[src/rtl/dvi_to_vga_converter.sv]
// Reassembles 24-bit RGB pixels from a 12-bit, two-cycles-per-pixel DVI bus.
// Tracks pixel/line position, measures active resolution and reports lock/framing errors.
module dvi_to_vga_converter #(
  parameter int H_ACTIVE_COUNT = 24,
  parameter int V_ACTIVE_COUNT = 16
) (
  input  logic        iClk_0,
  input  logic        iRst,
  input  logic [11:0] iData,
  input  logic        iHsync,
  input  logic        iVsync,
  input  logic        iDe,
  input  logic        iClearError,
  output logic [7:0]  oDataRed,
  output logic [7:0]  oDataGreen,
  output logic [7:0]  oDataBlue,
  output logic        oPixelValid,
  output logic [11:0] oPixelX,
  output logic [11:0] oPixelY,
  output logic        oFrameStart,
  output logic        oHsync,
  output logic        oVsync,
  output logic [11:0] oMeasuredWidth,
  output logic [11:0] oMeasuredHeight,
  output logic        oLocked,
  output logic        oError
);

  localparam logic [11:0] H_W = 12'(H_ACTIVE_COUNT);
  localparam logic [11:0] V_W = 12'(V_ACTIVE_COUNT);

  typedef enum logic {PH_FIRST = 1'b0, PH_SECOND = 1'b1} phase_e;

  phase_e      phase_q, phase_d;
  logic [11:0] half_a_q, half_a_d;
  logic [7:0]  red_q, red_d, green_q, green_d, blue_q, blue_d;
  logic        pix_valid_q, pix_valid_d;
  logic [11:0] pix_x_q, pix_x_d, pix_y_q, pix_y_d;
  logic        frame_start_q, frame_start_d;
  logic        hsync_q, hsync_d, vsync_q, vsync_d;
  logic [11:0] width_q, width_d, height_q, height_d;
  logic        locked_q, locked_d, error_q, error_d;
  logic [11:0] px_cnt_q, px_cnt_d, line_idx_q, line_idx_d;
  logic        de_prev_q, de_prev_d, vsync_prev_q, vsync_prev_d;
  logic        de_seen_low_q, de_seen_low_d;
  logic        frame_armed_q, frame_armed_d;
  logic        frame_err_q, frame_err_d;
  logic [1:0]  good_cnt_q, good_cnt_d;

  logic        de_eff, de_fall, vsync_fall, err_event;
  logic [1:0]  next_cnt;

  function automatic logic [11:0] sat_inc(input logic [11:0] v);
    return (v == 12'hFFF) ? v : v + 12'd1;
  endfunction

  always_comb begin
    phase_d       = phase_q;
    half_a_d      = half_a_q;
    red_d         = red_q;
    green_d       = green_q;
    blue_d        = blue_q;
    pix_valid_d   = 1'b0;
    pix_x_d       = pix_x_q;
    pix_y_d       = pix_y_q;
    frame_start_d = 1'b0;
    hsync_d       = iHsync;
    vsync_d       = iVsync;
    width_d       = width_q;
    height_d      = height_q;
    locked_d      = locked_q;
    error_d       = error_q;
    px_cnt_d      = px_cnt_q;
    line_idx_d    = line_idx_q;
    frame_armed_d = frame_armed_q;
    good_cnt_d    = good_cnt_q;
    next_cnt      = good_cnt_q;
    err_event     = 1'b0;

    // DE is ignored until it has been seen low once, so a line cut by reset is dropped whole.
    de_eff        = iDe & de_seen_low_q;
    de_seen_low_d = de_seen_low_q | ~iDe;
    de_prev_d     = de_eff;
    vsync_prev_d  = iVsync;
    de_fall       = de_prev_q & ~de_eff;
    vsync_fall    = vsync_prev_q & ~iVsync;

    if (de_eff) begin
      if (phase_q == PH_FIRST) begin
        half_a_d = iData;
        phase_d  = PH_SECOND;
      end else begin
        red_d         = half_a_q[11:4];
        green_d       = {half_a_q[3:0], iData[11:8]};
        blue_d        = iData[7:0];
        pix_valid_d   = 1'b1;
        pix_x_d       = px_cnt_q;
        pix_y_d       = line_idx_q;
        frame_start_d = frame_armed_q;
        frame_armed_d = 1'b0;
        px_cnt_d      = sat_inc(px_cnt_q);
        phase_d       = PH_FIRST;
      end
    end else begin
      if (phase_q == PH_SECOND) begin
        err_event = 1'b1;
        half_a_d  = 12'd0;
      end
      phase_d = PH_FIRST;
    end

    if (de_fall) begin
      width_d    = px_cnt_q;
      px_cnt_d   = 12'd0;
      line_idx_d = sat_inc(line_idx_q);
      if (px_cnt_q != H_W) err_event = 1'b1;
    end

    if (vsync_fall) begin
      height_d      = line_idx_q;
      line_idx_d    = 12'd0;
      frame_armed_d = 1'b1;
      if (line_idx_q == V_W && !frame_err_q && !err_event) begin
        next_cnt   = (good_cnt_q == 2'd2) ? 2'd2 : good_cnt_q + 2'd1;
        good_cnt_d = next_cnt;
        if (next_cnt == 2'd2) locked_d = 1'b1;
      end else begin
        good_cnt_d = 2'd0;
        locked_d   = 1'b0;
      end
    end

    frame_err_d = (vsync_fall ? 1'b0 : frame_err_q) | err_event;

    // A new error outranks a simultaneous clear request.
    if (err_event) begin
      error_d  = 1'b1;
      locked_d = 1'b0;
    end else if (iClearError) begin
      error_d = 1'b0;
    end
  end

  always_ff @(posedge iClk_0) begin
    if (iRst) begin
      phase_q       <= PH_FIRST;
      half_a_q      <= 12'd0;
      red_q         <= 8'd0;
      green_q       <= 8'd0;
      blue_q        <= 8'd0;
      pix_valid_q   <= 1'b0;
      pix_x_q       <= 12'd0;
      pix_y_q       <= 12'd0;
      frame_start_q <= 1'b0;
      hsync_q       <= 1'b1;
      vsync_q       <= 1'b1;
      width_q       <= 12'd0;
      height_q      <= 12'd0;
      locked_q      <= 1'b0;
      error_q       <= 1'b0;
      px_cnt_q      <= 12'd0;
      line_idx_q    <= 12'd0;
      de_prev_q     <= 1'b0;
      vsync_prev_q  <= 1'b1;
      de_seen_low_q <= 1'b0;
      frame_armed_q <= 1'b0;
      frame_err_q   <= 1'b0;
      good_cnt_q    <= 2'd0;
    end else begin
      phase_q       <= phase_d;
      half_a_q      <= half_a_d;
      red_q         <= red_d;
      green_q       <= green_d;
      blue_q        <= blue_d;
      pix_valid_q   <= pix_valid_d;
      pix_x_q       <= pix_x_d;
      pix_y_q       <= pix_y_d;
      frame_start_q <= frame_start_d;
      hsync_q       <= hsync_d;
      vsync_q       <= vsync_d;
      width_q       <= width_d;
      height_q      <= height_d;
      locked_q      <= locked_d;
      error_q       <= error_d;
      px_cnt_q      <= px_cnt_d;
      line_idx_q    <= line_idx_d;
      de_prev_q     <= de_prev_d;
      vsync_prev_q  <= vsync_prev_d;
      de_seen_low_q <= de_seen_low_d;
      frame_armed_q <= frame_armed_d;
      frame_err_q   <= frame_err_d;
      good_cnt_q    <= good_cnt_d;
    end
  end

  assign oDataRed        = red_q;
  assign oDataGreen      = green_q;
  assign oDataBlue       = blue_q;
  assign oPixelValid     = pix_valid_q;
  assign oPixelX         = pix_x_q;
  assign oPixelY         = pix_y_q;
  assign oFrameStart     = frame_start_q;
  assign oHsync          = hsync_q;
  assign oVsync          = vsync_q;
  assign oMeasuredWidth  = width_q;
  assign oMeasuredHeight = height_q;
  assign oLocked         = locked_q;
  assign oError          = error_q;

endmodule

[config.mk]
export PLATFORM = sky130hd
export DESIGN_NAME = dvi_to_vga_converter
export DESIGN_NICKNAME = d
export VERILOG_FILES = /design/src/rtl/dvi_to_vga_converter.sv
export SDC_FILE = /design/constraint.sdc
export NUM_CORES = 1
export LEC_CHECK = 0
export BUFFER_PORTS_ARGS = -buffer_cell sky130_fd_sc_hd__clkbuf_2
export CAP_MARGIN = 20
export CORE_MARGIN = 2
export CORE_UTILIZATION = 35
export DETAILED_ROUTE_END_ITERATION = 10
export MAX_ROUTING_LAYER = met4
export SYNTH_ARGS = -nofsm -noshare
export SYNTH_HDL_FRONTEND = slang
export SYNTH_SLANG_ARGS = --single-unit
[constraint.sdc]
create_clock -name iClk_0 -period 1.75 [get_ports iClk_0]
set_clock_uncertainty 0.1 [all_clocks]
set_input_delay 0.35 -clock iClk_0 [delete_from_list [all_inputs] [get_ports iClk_0]]
set_output_delay 0.35 -clock iClk_0 [all_outputs]
set_load 0.1 [all_outputs]
==> results of run 1 <==
[where the power goes]
| group | switching, W | internal [W] | leakage [nW] |
|---|---|---|---|
| clock network | 0.00120 | 0.00234 | 0.298 |
| registers | 0.0000117 | 0.00277 | 0.978 |
| logic | 0.000172 | 0.0000884 | 1.28 |
[synthesized netlist by cell type, types with 2 or more instances]
library cell | instances | share of area, %
a211oi_1 | 4 | 0.64
a21oi_1 | 42 | 4.5
a22o_1 | 12 | 2.3
a311oi_1 | 5 | 0.94
a31o_2 | 4 | 0.75
a31oi_1 | 4 | 0.54
a41o_1 | 2 | 0.43
a41oi_1 | 3 | 0.56
and2_1 | 2 | 0.27
and3_1 | 2 | 0.27
and4_1 | 2 | 0.38
buf_1 | 2 | 0.16
buf_2 | 7 | 0.75
clkbuf_1 | 26 | 2.1
dfxtp_1 | 121 | 52
ha_1 | 7 | 1.9
inv_1 | 16 | 1.3
mux2i_1 | 49 | 11
nand2_1 | 58 | 4.7
nand2b_1 | 4 | 0.54
nand3_1 | 7 | 0.75
nand4_1 | 10 | 1.3
nor2_1 | 63 | 5.1
nor2b_1 | 2 | 0.27
nor3_1 | 7 | 0.75
nor4_1 | 6 | 0.80
o21ai_0 | 8 | 0.86
or2_2 | 3 | 0.40
or3_1 | 5 | 0.67
xnor2_1 | 3 | 0.56
[final timing paths]
kind	from	end	slack, ps	cells after the start
worst min-delay path	iHsync	oHsync	20	2
worst max register to register	de_seen_low_q	good_cnt_q[0]	30	6
worst min register to register	oMeasuredWidth[5]	oMeasuredWidth[5]	360	2
worst max-delay path	de_seen_low_q	good_cnt_q[0]	30	6
[repair_timing]
action                                  4_1_cts  5_1_grt
endpoints found under the hold margin         0        0
resized for setup                             2       10
pin swaps                                     1        2
buffers inserted                              0        1
endpoints found under the setup margin       16       17
[area by class of cell]
type                       count  area [um2]  share of cell area [%]
multi-input combinational    326        2110                   32.88
clock inverter                 8       116.4                   1.814
timing repair buffer         157       996.0                   15.52
tap                          176       220.2                   3.432
clock buffer                  24       481.7                   7.508
inverter                      16       60.06                  0.9360
sequential                   121        2432                   37.91
[worst reg2reg max path, delay by kind of cell (launching register included)]
kind | cells | cell delay (ps)
adder cells (fa/ha/maj) | 1 | 150
flip-flops | 1 | 350
AND/OR/NAND/NOR | 3 | 600
AO/OA/AOI/OAI | 2 | 450
[kinds of logic (layout without fill, tap and decap cells)]
kind of cell	count (synthesis)	after routing	share of synthesized area (%)
fa+ha+maj	7	7	1.876
compound gates	89	89	12.78
buf+inv	54	205	4.798
simple gates	178	178	17.58
flops	121	121	51.89
xor+xnor	3	3	0.5630
mux	49	49	10.51
[state kept, by name, summed over array words and instances (netlist names), 2 cells and up]
signal / cells
oMeasuredHeight: 12
oMeasuredWidth: 12
oPixelY: 12
line_idx_q: 12
oDataGreen: 8
oDataBlue: 8
px_cnt_q: 12
oPixelX: 12
oDataRed: 8
good_cnt_q: 2
half_a_q: 12
[layout by cell type (no fill, tap or decap), types with 5 or more instances in the layout]
cell type  synthesis  routed
nor3_1             7       6
a22o_1            12      12
o21ai_0            8       8
nand3_1            7       6
clkbuf_2           1      92
mux2i_1           49      49
nor2_1            63      63
nand4_1           10      10
a21oi_1           42      42
inv_1             16      16
clkbuf_16          0      17
nand2_1           58      57
dfxtp_1          121     117
buf_4              1      60
a311oi_1           5       5
[metrics by stage]
| step | power [W] | hold WS (ps) | std cells | utilization [%] | TNS [ps] |
|---|---|---|---|---|---|
| after floorplan | 0.003001 | 330.1 | 501 | - | 0 |
| after global placement | 0.003099 | 337.1 | 795 | 43.78 | -3131 |
| after detailed placement | 0.003103 | 349.9 | 795 | 43.78 | -3847 |
| after CTS | 0.006685 | 10.78 | 827 | 48.36 | 0 |
| after global routing | 0.006823 | 29.03 | 828 | 48.84 | -315.5 |
| final | 0.006588 | 20.16 | 828 | 48.84 | 0 |
[per-layer routing]
metal / up-vias / part of all wire [%] / track usage (%)
met5: - / 0 / -
met3: 11 / 4.8 / 4.278
met1: 1943 / 45 / 20.68
li1: 2023 / - / -
met4: 0 / 1.3 / 7.647
met2: 92 / 49 / 27.64
==> key figures, run 1 <==
Outcome
  – Run status: finished clean

Yosys
  – Syn_nets: 526
  – FFs w/ async S/R, synth: 0%
  – Most used DFF post-synth: dfxtp_1
  – Number of flops mapped to enable cells by yosys: 0
  – Warnings, synthesis: 0
  – Mapped cell area: about 0.0047 mm2
  – Syn Inst Count: between 500 and 600
  – Post-synth cell types: 45
  – Mapped Avg Cell Area: 9.318 um2
  – Register bit count reported by yosys: 121
  – Seq/Total Area, Yosys: 51.89%

Clock tree
  – Clock-pin slew on the worst setup and hold paths: roughly 50 ps
  – CTS tree: yes
  – Clk sinks: about 120
  – Worst skew pair latency: ~420 ps
  – Bufs on Longest Clock Path: 2
  – Clock root buffer: clkbuf_16
  – H-tree lvl count: 4
  – CTS Hold Bufs: 0
  – Clock buffers created by TritonCTS: 17

Timing
  – Final Max Slew Viols: 0
  – Fmax: about 0.58 GHz
  – Fin crit share: between 90% and 100%
  – RSZ-0062 raised after global routing: true
  – Worst slew pin tran: 559.7 ps
  – Fin worst setup slack: ~25 ps
  – Period minus WS final: between 1500 and 2000 ps
  – Fin. Hold Viols: 0
  – # setup viols final: 0
  – Slew margin rel.: around 63%

Cells and area
  – Diode count: 0
  – Layout cell share with drive strength beyond 1: between 30% and 40%
  – Number of nets in the layout: roughly 660
  – Fillers: between 1k and 1.5k
  – Syn-to-layout area delta: 37.44%
  – Final Cell Area: 0.006416 mm2

Routing
  – Post-route ant nets: 0
  – 1st-iter DRT viols: 200
  – Via density: ~4.9
  – DR DRC count: 0
  – Pre-antenna DRT Iters: 5
  – Post-Route WL: ~12,000 um
  – Wirelength per Cell: about 14 um
  – Via count: approximately 4k

Placed design
  – Pre-CTS setup slack: -237.8 ps
  – GP Congestion: 0.8585
  – Placed Area: between 0.005 and 0.006 mm2
  – DP HPWL: 8214 um
  – IO Port Bufs: 95

Min path
  – Hold crit path type: input pin to register

Floorplanning
  – Die width: between 100 and 150 um
  – CORE AREA: between 0.01 and 0.015 mm2
  – Die Area: about 0.014 mm2
  – I/O pin cnt: 96
  – Initial core utilization: a little over a third
  – Rows: between 40 and 50
  – Die Height: between 100 and 150 um

Flow run
  – Max-cap violations: 0

Worst setup path
  – CP max FO: 5
  – Crit path cell chain: nand2_4, ha_4, or4_4, o32ai_4, nand4_1, a21oi_1
  – Largest stage delay on the critical path: ~420 ps
  – Worst Setup End Kind: register
  – Worst Setup Path Type: register to register
  – Family with the most delay on the worst path: simple AND/OR/NAND/NOR gates
  – Slowest stage cell, crit path: or4_4
  – Critical Path AT: 1970 ps
  – WP data required: 1990 ps
  – Worst setup SP type: register
  – WP buf/inv: 0

Power
  – Leak pwr: 2.557 nW
  – PwrDens: 1027 mW/mm2
  – VDD IR max: between 0.5 and 0.6 mV

Global routing
  – Largest net degree at the start of global routing: 76
  – First-pass GRT wire length: ~19,000 um
  – Initial antenna violation count: 0
  – Number of global-route vias before repair: around 3.9k
  – Gr usage total: ~17%
  – Gr ovfl total: 0
Power figures use the tool's default switching activity.
==> run 2, diff against run 1 <==
--- a/config.mk
+++ b/config.mk
@@ -5,9 +5,10 @@
 export SDC_FILE = /design/constraint.sdc
 export NUM_CORES = 1
 export LEC_CHECK = 0
+export ABC_AREA = 1
 export BUFFER_PORTS_ARGS = -buffer_cell sky130_fd_sc_hd__clkbuf_2
 export CAP_MARGIN = 20
-export CORE_MARGIN = 2
+export CORE_MARGIN = 5
 export CORE_UTILIZATION = 35
 export DETAILED_ROUTE_END_ITERATION = 10
 export MAX_ROUTING_LAYER = met4
==> run 2 against run 1 <==
First-iteration DRC count up 53%. Critical path depth down 5. Core utilization down 2.7 points. Count of clock-buffer cells in the layout unchanged. Die area up 14%. Wire length up 6.9%. Total power up 6.2%. Sequential power up 2%. Synthesized area up 3.3%. Critical endpoint is now oPixelX[7]. Largest cell class unchanged. Highest routed layer unchanged.
==> key figures, run 2 <==
Outcome
  – Run status: finished clean

Power
  – Clk network pwr share: 50.3%
  – Design Power: roughly 0.007 W
  – P_int: 0.005277 W
  – Sequential Power Share: between 40% and 50%
  – VDD IR max: slightly below 0.6 mV
  – PwrDens: about 1100 mW/mm2
  – Comb pwr share: 9.0%
  – Leak pwr: approximately 2.6 nW
  – Switch Pwr: around 0.0017 W
  – Sw frac: around a quarter

Yosys
  – Register bit count reported by yosys: approximately 120
  – Syn Inst Count: between 600 and 700
  – Mapped cell area: between 0.004 and 0.005 mm2
  – FFs w/ async S/R, synth: 0%
  – Post-synth cell types: 33
  – Most used DFF post-synth: dfxtp_1
  – Cell with the most instances after synthesis: dfxtp_1
  – Syn_nets: approximately 650
  – Post-synth top area cell: dfxtp_1
  – Share of the synthesized area in the top cell type: 50.22%
  – Top post-synthesis cells by count: dfxtp_1 (121), nand2_1 (110), a21oi_1 (82)
  – Mapped Avg Cell Area: ~7.7 um2
  – Top post-synthesis cells by area: dfxtp_1 (50%), nand2_1 (8.6%), a21oi_1 (8.5%)
  – Seq/Total Area, Yosys: between 50% and 60%
  – Warnings, synthesis: 0
  – Number of flops mapped to enable cells by yosys: 0

Routing
  – 1st-iter DRT viols: 305
  – Post-Route WL: 12,600 um
  – Metal3 WL: around 740 um
  – DR DRC count: 0
  – Pre-antenna DRT Iters: 5
  – Top layer reached by signal wires: met4
  – Met2 WL: 5867 um
  – Via density: roughly 5.0
  – Wirelength per Cell: between 10 and 15 um
  – Via count: roughly 4.5k
  – Post-route ant nets: 0
  – Routed length on met1: 5759 um

Cells and area
  – Reg area: between 0.002 and 0.0025 mm2
  – Area of the multi-input gates: ~0.0021 mm2
  – Diode count: 0
  – Syn-to-layout area delta: 28.07%
  – Commonest non-fill, non-tap cell in the layout: dfxtp_1
  – Layout cell share with drive strength beyond 1: 22.42%
  – Fillers: about 1.3k
  – Most frequent cells in the layout: dfxtp_1 (118), nand2_1 (110), clkbuf_2 (94)
  – Finished Layout Cells: 912
  – Number of nets in the layout: around 750

Placed design
  – IO Port Bufs: 95
  – Placed Cells incl. Taps: a little under 900
  – GP Congestion: 0.8819
  – DP HPWL: slightly above 9000 um

Global routing
  – Number of global-route vias before repair: roughly 4.3k
  – Gr usage total: ~16%
  – Gr ovfl total: 0
  – Initial antenna violation count: 0
  – First-pass GRT wire length: 21,030 um
  – Largest net degree at the start of global routing: 43

Clock tree
  – Clock buffers created by TritonCTS: 17
  – Clock-pin slew on the worst setup and hold paths: around 50 ps
  – Bufs on Longest Clock Path: 2
  – Clk sinks: between 100 and 150
  – Worst skew pair latency: a little over 400 ps
  – CTS tree: yes
  – H-tree lvl count: 4
  – Clock root buffer: clkbuf_16

Timing
  – # setup viols final: 0
  – Worst slew pin tran: approximately 570 ps
  – Fin. Hold Viols: 0
  – Fmax: between 0.5 and 0.6 GHz
  – Fin crit share: a little over nine tenths
  – Final Max Slew Viols: 0
  – Period minus WS final: ~1700 ps
  – RSZ-0062 raised after global routing: false
  – Slew margin rel.: between 60% and 70%
  – Setup TNS: 0 ps

Worst setup path
  – Worst setup path end: oPixelX[7]
  – WP data required: 1300 ps
  – WP buf/inv: 1
  – Critical Path AT: roughly 1300 ps
  – Worst Setup Path Type: register to output port
  – Worst setup SP type: register
  – Slowest stage cell, crit path: clkbuf_2
  – Crit path cell chain: clkbuf_2
  – Critical path depth in cells: 1
  – CP max FO: 2
  – Setup slack, reg-to-reg: 140 ps
  – FF-to-FF Start: px_cnt_q[0]
  – Largest stage delay on the critical path: approximately 480 ps
  – Crit. Startpoint: oPixelX[7]
  – Worst Setup End Kind: output port
  – R2R Path End: px_cnt_q[6]
  – Family with the most delay on the worst path: buffers and inverters
  – Depth of the most critical reg-to-reg path: 10

Floorplanning
  – I/O pin cnt: 96
  – Die Area: 0.01623 mm2
  – Die Height: ~130 um
  – Die width: roughly 130 um
  – Initial core utilization: a little over a third
  – Rows: 42
  – CORE AREA: 0.01340 mm2

Flow run
  – Max-cap violations: 0

Min path
  – Hold crit path type: input pin to register
==> run 2: cell count changes after synthesis, sizes merged, moves of 5 or more <==
| cell | previous run | this run |
|---|---|---|
| a21oi | 42 | 82 |
| a22o | 12 | 0 |
| a311oi | 5 | 0 |
| clkbuf | 27 | 20 |
| inv | 16 | 45 |
| mux2i | 49 | 0 |
| nand2 | 58 | 113 |
| nand3 | 7 | 18 |
| nand3b | 1 | 11 |
| nor2 | 63 | 87 |
| nor4 | 7 | 0 |
| o21ai | 9 | 79 |
| or3 | 5 | 0 |
| xor2 | 0 | 6 |
==> run 2: cells by family after synthesis <==
logic type                 after synthesis  synth area share [%]
buffers and inverters                   76                 6.459
xor gates and xnor gates                 6                 1.089
DFF                                    121                 50.22
AOI/OAI and AO/OA                      165                 17.33
and+or+nand+nor                        248                 23.09
adders and majority gates                7                 1.816
==> run 2: layer usage <==
layer,GRT usage (%),vias to the layer above
met1,20.44,2117
li1,-,2266
met5,-,-
met3,4.674,22
met2,25.46,117
met4,5.931,0
==> run 2: cell type report <==
type | count | share of cell area (%)
clock inverter | 8 | 1.904
inverter | 47 | 2.897
tap | 176 | 3.565
clock buffer | 24 | 7.798
timing repair buffer | 110 | 10.57
sequential | 121 | 39.27
multi-input combinational | 426 | 33.99
==> run 2: worst min path at each step <==
| stage | slack [ps] | from | endpoint | cells after the start |
|---|---|---|---|---|
| finish | 50 | iVsync | vsync_prev_q | 3 |
| floorplan | 330 | phase_q | phase_q | 1 |
| global route | 50 | iVsync | vsync_prev_q | 3 |
| CTS | 30 | iVsync | vsync_prev_q | 3 |
| global placement | 350 | de_seen_low_q | de_seen_low_q | 2 |
| detailed placement | 350 | de_seen_low_q | de_seen_low_q | 2 |
==> run 2: power groups by stage <==
stage | combinational (W) | clock [W] | sequential, W
4_1_cts | 0.000634 | 0.00362 | 0.00285
3_3_place_gp | 0.000627 | 0 | 0.00290
6_report | 0.000630 | 0.00352 | 0.00285
2_1_floorplan | 0.000154 | 0 | 0.00324
5_1_grt | 0.000666 | 0.00375 | 0.00285
3_5_place_dp | 0.000632 | 0 | 0.00291
==> run 2: stage by stage <==
stage / hold WS [ps] / setup slack (ps) / utilization, % / area [um2]
final: 50.72 / 45.06 / 46.10 / 6177
after global routing: 47.83 / 22.43 / 46.10 / 6177
after CTS: 25.50 / 28.30 / 46.02 / 6167
after detailed placement: 349.1 / 49.79 / 41.53 / 5565
after global placement: 346.8 / 94.40 / 41.53 / 5565
after floorplan: 333.2 / 52.91 / - / 4825
==> run 2: timing repair <==
item	4_1_cts	5_1_grt
endpoints found under the hold margin	0	0
cloned	0	0
setup buffers	0	0
gates resized for setup	1	4
hold buffers	0	0
setup endpoints to repair	1	10
==> run 3, diff against run 2 <==
--- a/config.mk
+++ b/config.mk
@@ -8,6 +8,7 @@
 export ABC_AREA = 1
 export BUFFER_PORTS_ARGS = -buffer_cell sky130_fd_sc_hd__clkbuf_2
 export CAP_MARGIN = 20
+export CORE_ASPECT_RATIO = 1.1
 export CORE_MARGIN = 5
 export CORE_UTILIZATION = 35
 export DETAILED_ROUTE_END_ITERATION = 10
==> run 3 against run 2 <==
Critical path depth unchanged. Flip-flop and latch count unchanged. Die area about the same. Sequential power about the same. Wire length increased by 4.0%. First-iteration DRC count decreased by 30%. Register-to-register slack about the same. Critical path type unchanged. Largest power group unchanged.
==> key figures, run 3 (same netlist as run 2, synthesis figures left out) <==
Placed design
  – Placed Cells incl. Taps: roughly 890
  – Pre-CTS setup slack: approximately 35 ps
  – Placed Area: around 0.0056 mm2
  – DP HPWL: approximately 9500 um
  – GP Congestion: about 0.9
  – IO Port Bufs: 95

Floorplanning
  – Die Area: approximately 0.016 mm2
  – Die width: ~120 um
  – Die Height: 133.1 um
  – I/O pin cnt: 96
  – Rows: 45
  – Initial core utilization: 35.25%
  – CORE AREA: between 0.01 and 0.015 mm2

Cells and area
  – Number of nets in the layout: 752
  – Diode count: 0
  – Finished Layout Cells: 928
  – Final Cell Area: roughly 0.0062 mm2
  – Reg area: ~0.0024 mm2
  – Fillers: 1,341
  – Layout cell share with drive strength beyond 1: around 23%
  – Most frequent cells in the layout: dfxtp_1 (118), nand2_1 (110), clkbuf_2 (92)
  – Area of the multi-input gates: 0.002098 mm2
  – Commonest non-fill, non-tap cell in the layout: dfxtp_1
  – Syn-to-layout area delta: 29.11%

Routing
  – Via density: 4.788
  – Top layer reached by signal wires: met4
  – Via count: roughly 4.4k
  – Post-route ant nets: 0
  – 1st-iter DRT viols: about 210
  – Wirelength per Cell: approximately 14 um
  – DR DRC count: 0
  – Pre-antenna DRT Iters: 5
  – Metal3 WL: around 540 um
  – Routed length on met1: 5911 um
  – Post-Route WL: 13,100 um
  – Met2 WL: 6402 um

Global routing
  – Number of global-route vias before repair: between 4k and 5k
  – Gr ovfl total: 0
  – First-pass GRT wire length: 21,030 um
  – Largest net degree at the start of global routing: 44
  – Initial antenna violation count: 0
  – Gr usage total: ~17%

Timing
  – Fin worst setup slack: approximately 45 ps
  – Fin. Hold Viols: 0
  – RSZ-0062 raised after global routing: false
  – Fin crit share: a little over nine tenths
  – Worst slew pin tran: 732.6 ps
  – Period minus WS final: 1705 ps
  – WHS: around 29 ps
  – Final Max Slew Viols: 0
  – Slew margin rel.: between 50% and 60%
  – Setup TNS: 0 ps
  – # setup viols final: 0
  – Fmax: between 0.5 and 0.6 GHz

Clock tree
  – Clock buffers created by TritonCTS: 17
  – Clock root buffer: clkbuf_16
  – CTS tree: yes
  – Bufs on Longest Clock Path: 2
  – Clock-pin slew on the worst setup and hold paths: roughly 60 ps
  – Clk sinks: between 100 and 150
  – H-tree lvl count: 4
  – Worst skew pair latency: approximately 420 ps

Worst setup path
  – Slowest stage cell, crit path: clkbuf_2
  – Worst setup SP type: register
  – Family with the most delay on the worst path: buffers and inverters
  – WP buf/inv: 1
  – Worst Setup Path Type: register to output port
  – CP max FO: 2
  – Largest stage delay on the critical path: roughly 480 ps
  – Critical Path AT: 1260 ps
  – WP data required: around 1300 ps
  – Crit path cell chain: clkbuf_2
  – Worst Setup End Kind: output port

Flow run
  – Max-cap violations: 0

Min path
  – Hold crit path type: input pin to register

Power
  – PwrDens: ~1200 mW/mm2
  – Leak pwr: between 2 and 3 nW
  – VDD IR max: slightly above 0.6 mV

Outcome
  – Run status: finished clean
==> run 3: worst paths after layout <==
kind	slack, ps	cells after the start	start	to
max	40	1	oPixelX[1]	oPixelX[1]
min reg2reg	360	2	de_seen_low_q	de_seen_low_q
min	30	2	iDe	de_seen_low_q
max reg2reg	140	8	line_idx_q[0]	line_idx_q[0]
==> run 3: what timing repair did <==
| action | CTS | global route |
|---|---|---|
| hold buffers | 1 | 0 |
| endpoints found under the setup margin | 0 | 11 |
| resized for setup | 0 | 5 |
| endpoints found under the hold margin | 1 | 0 |
| buffers inserted | 0 | 0 |
==> run 3: stage by stage <==
| step | util, % | power (W) |
|---|---|---|
| 3_5_place_dp | 40.62 | 0.003536 |
| 6_report | 45.51 | 0.007323 |
| 5_1_grt | 45.51 | 0.007582 |
| 3_3_place_gp | 40.62 | 0.003530 |
| 2_1_floorplan | - | 0.003390 |
| 4_1_cts | 45.45 | 0.007392 |
==> run 3: cell type report <==
class | count | share of cell area (%)
repair buffers | 113 | 10.25
inverters | 47 | 2.873
flip-flops and latches | 121 | 38.96
multi-input cells | 427 | 33.69
clock buffers | 18 | 6.892
well taps | 188 | 3.777
clock inverters | 14 | 3.556
==> run 3: worst register-to-register path, delay by kind of cell, from the launching register on <==
kind,cells,cell delay [ps]
fa+ha+maj,1,200
compound gates,1,130
buf+inv,1,160
flops,1,430
simple gates,5,510
==> run 3: report_power, final <==
group / total (W) / switching (W) / internal [W]
registers: 0.00285 / 0.0000306 / 0.00282
logic: 0.000629 / 0.000513 / 0.000117
clock network: 0.00385 / 0.00131 / 0.00254
total: 0.00732 / 0.00186 / 0.00547
==> run 3: layer usage <==
metal	GRT usage [%]	up-vias
met1	20.15	2059
li1	-	2266
met5	-	-
met4	6.849	0
met3	4.416	18
met2	27.33	100
